`config.mk`:
```
export PLATFORM = sky130hd
export DESIGN_NAME = trng_word_packer_flat
export DESIGN_NICKNAME = d
export VERILOG_FILES = /design/src/rtl/trng_word_packer_if.sv /design/src/rtl/trng_word_packer.sv /design/src/flat_wrapper.sv
export SDC_FILE = /design/constraint.sdc
export NUM_CORES = 1
export LEC_CHECK = 0
export BUFFER_PORTS_ARGS = -buffer_cell sky130_fd_sc_hd__buf_2
export CAP_MARGIN = 30
export CORE_UTILIZATION = 45
export CTS_BUF_LIST = sky130_fd_sc_hd__clkbuf_2 sky130_fd_sc_hd__clkbuf_4 sky130_fd_sc_hd__clkbuf_8
export CTS_CLUSTER_SIZE = 30
export DETAILED_ROUTE_END_ITERATION = 8
export GPL_ROUTABILITY_DRIVEN = 0
export SYNTH_ARGS = -nofsm -noshare
export SYNTH_HDL_FRONTEND = slang
export SYNTH_SLANG_ARGS = --single-unit
```
`constraint.sdc`:
```
create_clock -name clk -period 4 [get_ports clk]
set_input_delay 0.2 -clock clk [delete_from_list [all_inputs] [get_ports clk]]
set_output_delay 0.2 -clock clk [all_outputs]
set_load 0.01 [all_outputs]
```
`src/rtl/trng_word_packer_if.sv`:
```
// Word-side valid/ready port of the TRNG word packer.
interface trng_word_packer_if #(
    parameter int unsigned WIDTH = 32
);
    logic             word_valid;
    logic             word_ready;
    logic [WIDTH-1:0] word_data;

    // Producer side: the packer presents words.
    modport master (
        output word_valid,
        output word_data,
        input  word_ready
    );

    // Consumer side: host register / DMA.
    modport slave (
        input  word_valid,
        input  word_data,
        output word_ready
    );
endinterface

```
`src/rtl/trng_word_packer.sv`:
```
// Packs the debiased TRNG bit stream LSB-first into words, guards it with a
// repetition-count health test and buffers words in a small FIFO.
module trng_word_packer #(
    parameter int unsigned WIDTH     = 32,
    parameter int unsigned DEPTH     = 4,
    parameter int unsigned RCT_LIMIT = 34,
    parameter int unsigned CNT_W     = 16
) (
    input  logic                     clk,
    input  logic                     reset_n,
    input  logic                     bit_valid,
    input  logic                     bit_in,
    input  logic                     flush,
    trng_word_packer_if.master       word_if,
    output logic [$clog2(DEPTH):0]   fill_level,
    output logic                     health_fail,
    output logic [CNT_W-1:0]         drop_count
);

    localparam int unsigned BW = $clog2(WIDTH);
    localparam int unsigned AW = $clog2(DEPTH);
    localparam int unsigned RW = $clog2(RCT_LIMIT + 1);

    localparam logic [BW-1:0] LAST_BIT = BW'(WIDTH - 1);
    localparam logic [AW:0]   FULL_LVL = (AW + 1)'(DEPTH);
    localparam logic [RW-1:0] RUN_TRIP = RW'(RCT_LIMIT);

    // Partial word holds at most WIDTH-1 bits; the last bit joins on the push.
    logic [WIDTH-2:0] shreg_q;
    logic [BW-1:0]    bit_cnt_q;
    // run_q == 0 means no previous bit since reset/flush.
    logic [RW-1:0]    run_q;
    logic             prev_q;
    logic             fail_q;

    logic [WIDTH-1:0] mem_q [DEPTH];
    logic [AW-1:0]    wr_ptr_q;
    logic [AW-1:0]    rd_ptr_q;
    logic [AW:0]      count_q;
    logic [CNT_W-1:0] drop_q;

    logic             hb_bit;
    logic [RW-1:0]    run_nxt;
    logic             trip;
    logic             pack;
    logic             word_done;
    logic [WIDTH-1:0] new_word;
    logic             pop;
    logic             full;
    logic             do_push;
    logic             drop;

    // Health test, packing and FIFO handshake decisions for this edge.
    always_comb begin
        hb_bit    = bit_valid & ~fail_q & ~flush;
        run_nxt   = (run_q != '0 && bit_in == prev_q) ? run_q + RW'(1) : RW'(1);
        trip      = hb_bit && (run_nxt == RUN_TRIP);
        pack      = hb_bit && !trip;
        word_done = pack && (bit_cnt_q == LAST_BIT);
        new_word  = {bit_in, shreg_q};
        pop       = word_if.word_valid && word_if.word_ready;
        full      = (count_q == FULL_LVL);
        do_push   = word_done && (!full || pop);
        drop      = word_done && full && !pop;
    end

    // Bit accumulation and sticky repetition-count state.
    always_ff @(posedge clk or negedge reset_n) begin
        if (!reset_n) begin
            shreg_q   <= '0;
            bit_cnt_q <= '0;
            run_q     <= '0;
            prev_q    <= 1'b0;
            fail_q    <= 1'b0;
        end else if (flush) begin
            shreg_q   <= '0;
            bit_cnt_q <= '0;
            run_q     <= '0;
            prev_q    <= 1'b0;
            fail_q    <= 1'b0;
        end else if (hb_bit) begin
            prev_q <= bit_in;
            run_q  <= run_nxt;
            if (trip) begin
                // Tripping bit is not packed and the partial word is discarded.
                fail_q    <= 1'b1;
                shreg_q   <= '0;
                bit_cnt_q <= '0;
            end else begin
                shreg_q   <= new_word[WIDTH-1:1];
                bit_cnt_q <= word_done ? '0 : bit_cnt_q + BW'(1);
            end
        end
    end

    // Word FIFO with saturating drop counter; flush empties it but keeps drops.
    always_ff @(posedge clk or negedge reset_n) begin
        if (!reset_n) begin
            for (int i = 0; i < int'(DEPTH); i++) begin
                mem_q[i] <= '0;
            end
            wr_ptr_q <= '0;
            rd_ptr_q <= '0;
            count_q  <= '0;
            drop_q   <= '0;
        end else if (flush) begin
            wr_ptr_q <= '0;
            rd_ptr_q <= '0;
            count_q  <= '0;
        end else begin
            if (do_push) begin
                mem_q[wr_ptr_q] <= new_word;
                wr_ptr_q        <= wr_ptr_q + AW'(1);
            end
            if (pop) begin
                rd_ptr_q <= rd_ptr_q + AW'(1);
            end
            case ({do_push, pop})
                2'b10:   count_q <= count_q + (AW + 1)'(1);
                2'b01:   count_q <= count_q - (AW + 1)'(1);
                default: count_q <= count_q;
            endcase
            if (drop && drop_q != '1) begin
                drop_q <= drop_q + CNT_W'(1);
            end
        end
    end

    assign word_if.word_valid = (count_q != '0);
    assign word_if.word_data  = mem_q[rd_ptr_q];
    assign fill_level         = count_q;
    assign health_fail        = fail_q;
    assign drop_count         = drop_q;

endmodule
```
`src/flat_wrapper.sv`:
```
// flat-port wrapper written by rule: the top's interface ports become plain ports
module trng_word_packer_flat 
#(
    parameter int unsigned WIDTH     = 32,
    parameter int unsigned DEPTH     = 4,
    parameter int unsigned RCT_LIMIT = 34,
    parameter int unsigned CNT_W     = 16
)
  (clk, reset_n, bit_valid, bit_in, flush, fill_level, health_fail, drop_count, word_if_word_valid, word_if_word_data, word_if_word_ready);
  trng_word_packer_if #(.WIDTH(WIDTH)) word_if_i ();
  input  logic clk;
  input  logic reset_n;
  input  logic bit_valid;
  input  logic bit_in;
  input  logic flush;
  output logic [$clog2(DEPTH):0] fill_level;
  output logic health_fail;
  output logic [CNT_W-1:0] drop_count;
  output wire logic [$bits(word_if_i.word_valid)-1:0] word_if_word_valid;
  output wire logic [$bits(word_if_i.word_data)-1:0] word_if_word_data;
  input wire logic [$bits(word_if_i.word_ready)-1:0] word_if_word_ready;
  assign word_if_word_valid = word_if_i.word_valid;
  assign word_if_word_data = word_if_i.word_data;
  assign word_if_i.word_ready = word_if_word_ready;
  trng_word_packer #(.WIDTH(WIDTH), .DEPTH(DEPTH), .RCT_LIMIT(RCT_LIMIT), .CNT_W(CNT_W)) u_core (.clk(clk), .reset_n(reset_n), .bit_valid(bit_valid), .bit_in(bit_in), .flush(flush), .word_if(word_if_i), .fill_level(fill_level), .health_fail(health_fail), .drop_count(drop_count));
endmodule
```
==> results list <==
* Remaining DRCs: 0
- Counting the buffers created by CTS gives 17.
- Number of pins exceeding their max-slew limit in the final report: 0
- Netlist area before placement: 9084 sq um
* Worst setup SP type: register
- R2R Path Start: u_core.run_q[3]
* Clock tree root buffer cell: sky130_fd_sc_hd__clkbuf_8
* Buffers plus inverters on the worst setup path: 0
* FF-to-FF setup slack: 0.97 ns
* Post-detailed-placement half-perimeter wirelength: 10.03 mm
* Count of endpoints failing setup in the final report: 0
- Final #Nets: 648
- First-iteration detailed-routing DRC count: 240
- The path class of the tightest hold or removal check is in -> reg.
* CTS H-Tree Depth: 4
- The critical path in this run is classified as reg -> reg.
* Gate count after technology mapping: 582
- Worst-case headroom to the max-slew limit: 0.4978
- Antenna Violating Nets Remaining: 0
* Via count of the first global-routing pass: 5269
* Largest voltage drop on the vdd net: 0.2286 mV
- Port-buffer cells: 58
- Each instance of the synthesized netlist takes up on average 15.61 sq um.
- Max_cap viols: 0
* Result of the run: finished, final reports clean
- Pre-Repair DR Iteration Count: 5
- Crit share post-route: 0.7571
* Clock tree from TritonCTS: built
- Post-synth ARST share: 1.000
- Worst R2R Path Depth: 6
* Area of the core: 19650 sq um
* CP Capture Type: register
* Final hold viol count: 0
* Total power after layout: 3.473 mW
- Leakage component of the power: 5.222 nW
- Entering global routing, the biggest net connects 118 pins.
* Number of top-level pins: 59
* Max stage delay on crit path: 0.63 ns
- Grt total ovfl: 0
- Setup repair after global routing missed its margin: false
* Post-CTS setup-driven buffer insertion count: 0
- The routed layout has 5009 vias.
- In this run the worst setup path begins at u_core.run_q[3].
- Antenna violations before repair: 0
* Post-route core utilization: 0.5074
* Synth-to-Final Area Change: 9.780%
- Worst skew pair latency: 0.46 ns
* Die area: 20760 sq um
- Worst path required time: 4.34 ns
- Layout cell share with drive strength beyond 1: 0.4155
- Using the TritonRoute via totals, the vias-per-cell ratio works out to 5.504.
- Min-Delay Startpoint: bit_valid
* Seq/Total Area, Yosys: 0.5372
- For this configuration, the core starts out at a cell density of 0.4622.
* Routed length per instance: 19.06 um
- At the pin with the least slew margin, the transition time is 0.7533 ns.
- In this run the number of cells on the critical path is 6.
- CTS-repair resized insts: 0
* EDFF count, synth: 0
- Top Family by Delay on Critical Path: simple AND/OR/NAND/NOR gates
- Number of distinct library cells after synthesis: 50
- Worst-case clock skew: 0.01967 ns
- Post-route minimum period: 3.028 ns
- The tree built by TritonCTS fans out to 195 sinks.
- Clock tree buffer depth: 2
* Yosys reg bits: 195
- Cell chain of the critical path: nor3_2, a31oi_2, and3_1, a211oi_4, nand2_4, mux2_4
- In this run the worst path has a maximum fanout of 32.
* Die Height: 144.1 um
- For the final routed database, the setup TNS stands at 0 ns.
- The first global-routing pass estimated 28.78 mm of wire.
- After detailed routing, the total wire length is 17.34 mm.
- The number of antenna diodes in the final layout is 0.
- Derived from the worst setup path, the maximum achievable clock frequency is 330.2 MHz.
* Cell Pwr Density: 348.3 nW/um^2
- Hold Path Depth: 3
- In the global route stage, overall resource usage came out at 0.1817.
* Syn nets: 598
- The slowest stage of the critical path belongs to the cell sky130_fd_sc_hd__a211oi_4.
- After clock tree synthesis, the flow added hold-fix buffers numbering 1.
* Predominant post-synthesis flop cell: sky130_fd_sc_hd__dfrtp_1
- Floorplan die width: 144.1 um
- Number of synthesis warnings: 0
- After clock tree synthesis, the clock-pin slew on the worst setup and hold paths is 0.09 ns.
- At the worst endpoint, the arrival time is 3.37 ns.
- Std cell rows: 51
[synth_stat cells (2+ instances only)]
master                     instances  area [sq um]
sky130_fd_sc_hd__a21oi_1           2         10.01
sky130_fd_sc_hd__a22o_1           35         306.5
sky130_fd_sc_hd__a31oi_1           2         12.51
sky130_fd_sc_hd__and3_1           13         81.33
sky130_fd_sc_hd__buf_1             3         11.26
sky130_fd_sc_hd__buf_2             2         10.01
sky130_fd_sc_hd__buf_6            12         135.1
sky130_fd_sc_hd__clkbuf_1         17         63.81
sky130_fd_sc_hd__dfrtp_1         195          4880
sky130_fd_sc_hd__ha_1              9         112.6
sky130_fd_sc_hd__inv_1             9         33.78
sky130_fd_sc_hd__mux2_2            9         101.4
sky130_fd_sc_hd__mux2_4          120          1802
sky130_fd_sc_hd__mux4_2           32         720.7
sky130_fd_sc_hd__nand2_1          23         86.33
sky130_fd_sc_hd__nand2_4           4         45.04
sky130_fd_sc_hd__nand3_1          12         60.06
sky130_fd_sc_hd__nand4_1           7         43.79
sky130_fd_sc_hd__nor2_1           10         37.54
sky130_fd_sc_hd__nor2b_1           3         18.77
sky130_fd_sc_hd__nor3_1            7         35.03
sky130_fd_sc_hd__nor3b_1           2         15.01
sky130_fd_sc_hd__o211ai_1          2         15.01
sky130_fd_sc_hd__o21ai_0           5         25.02
sky130_fd_sc_hd__o311ai_0          2         17.52
sky130_fd_sc_hd__o31ai_1           2         15.01
sky130_fd_sc_hd__or3_1             2         12.51
sky130_fd_sc_hd__xnor2_1          12         105.1
sky130_fd_sc_hd__xor2_1            8         70.07
[worst min-delay path, cell delays in order]
cell and delay [ns]:
sky130_fd_sc_hd__buf_2 0.10, sky130_fd_sc_hd__a31oi_1 0.07, sky130_fd_sc_hd__nor2_1 0.09
[per-layer routing]
layer,share of wire,vias to the layer above,GRT usage
met5,0,-,0
met4,0.0070,0,0.04815
met3,0.026,9,0.03444
met2,0.47,81,0.2883
met1,0.50,2679,0.2554
li1,-,2240,-
[cells in the final DEF, fill, tap and decap left out, types with 2 or more instances in the layout]
master and n:
sky130_fd_sc_hd__nand2_1 23, sky130_fd_sc_hd__inv_6 4, sky130_fd_sc_hd__clkbuf_8 19, sky130_fd_sc_hd__buf_4 4, sky130_fd_sc_hd__o211ai_1 2, sky130_fd_sc_hd__clkbuf_4 2, sky130_fd_sc_hd__nor3b_1 2, sky130_fd_sc_hd__a22o_1 35
sky130_fd_sc_hd__nor2_1 9, sky130_fd_sc_hd__mux2_4 120, sky130_fd_sc_hd__o31ai_1 2, sky130_fd_sc_hd__or3_1 2, sky130_fd_sc_hd__nand4_1 7, sky130_fd_sc_hd__clkinv_2 2, sky130_fd_sc_hd__ha_1 9, sky130_fd_sc_hd__a21oi_1 2
sky130_fd_sc_hd__xor2_1 8, sky130_fd_sc_hd__clkinv_4 3, sky130_fd_sc_hd__a31oi_1 2, sky130_fd_sc_hd__o21ai_0 5, sky130_fd_sc_hd__xnor2_1 12, sky130_fd_sc_hd__mux2_2 9, sky130_fd_sc_hd__nand3_1 12, sky130_fd_sc_hd__nor3_1 7
sky130_fd_sc_hd__buf_2 57, sky130_fd_sc_hd__inv_1 9, sky130_fd_sc_hd__mux4_2 32, sky130_fd_sc_hd__dfrtp_1 194, sky130_fd_sc_hd__nor2b_1 3, sky130_fd_sc_hd__o311ai_0 2, sky130_fd_sc_hd__nand2_4 4, sky130_fd_sc_hd__and3_1 13
[sequential cells by signal, indices dropped and copies added (netlist names)]
signal and count:
u_core.prev_q 1, u_core.fill_level 3, u_core.drop_count 16, u_core.mem_q 128, u_core.run_q 6, u_core.shreg_q 31, u_core.bit_cnt_q 5, u_core.rd_ptr_q 2
u_core.wr_ptr_q 2, u_core.health_fail 1
[final timing paths]
path,to
min in group asynchronous,u_core.mem_q[39]
worst min register to register,u_core.mem_q[63]
worst min-delay path,u_core.health_fail
max in group asynchronous,u_core.shreg_q[23]
worst max-delay path,u_core.mem_q[10]
worst max register to register,u_core.mem_q[10]
[where the power goes]
| part | switching (mW) | internal, mW |
|---|---|---|
| clock network | 0.717 | 0.537 |
| logic | 0.126 | 0.0812 |
| registers | 0.0313 | 1.98 |
[metrics by stage]
| step | area, sq um | cells | hold WS [ns] | setup WS (ns) |
|---|---|---|---|---|
| after detailed placement | 9552 | 876 | 0.4080 | 0.9997 |
| after CTS | 9945 | 909 | 0.01939 | 0.9702 |
| after floorplan | 9084 | 582 | -0.09559 | 1.314 |
| final | 9972 | 910 | 0.05618 | 0.9715 |
| after global placement | 9552 | 876 | 0.3940 | 1.088 |
| after global routing | 9972 | 910 | 0.05022 | 0.8252 |
[cell families (layout without fill, tap and decap cells)]
family / count (synthesis) / after routing / synth area share
AND/OR/NAND/NOR: 90 / 90 / 0.05413
adder cells (fa/ha/maj): 10 / 10 / 0.01460
AO/OA/AOI/OAI: 62 / 62 / 0.05689
multiplexers: 162 / 162 / 0.2899
flip-flops: 195 / 195 / 0.5372
XOR/XNOR: 20 / 20 / 0.01928
buffers and inverters: 43 / 106 / 0.02796
[cell type report]
| cell class | instances | area [sq um] |
|---|---|---|
| Inverter | 9 | 33.78 |
| Fill cell | 1718 | 9682 |
| Timing Repair Buffer | 65 | 386.6 |
| Clock inverter | 12 | 120.1 |
| Tap cell | 265 | 331.6 |
| Sequential cell | 195 | 4881 |
| Multi-Input combinational cell | 344 | 3956 |
| Clock buffer | 20 | 262.8 |
Power figures use the tool's default switching activity.
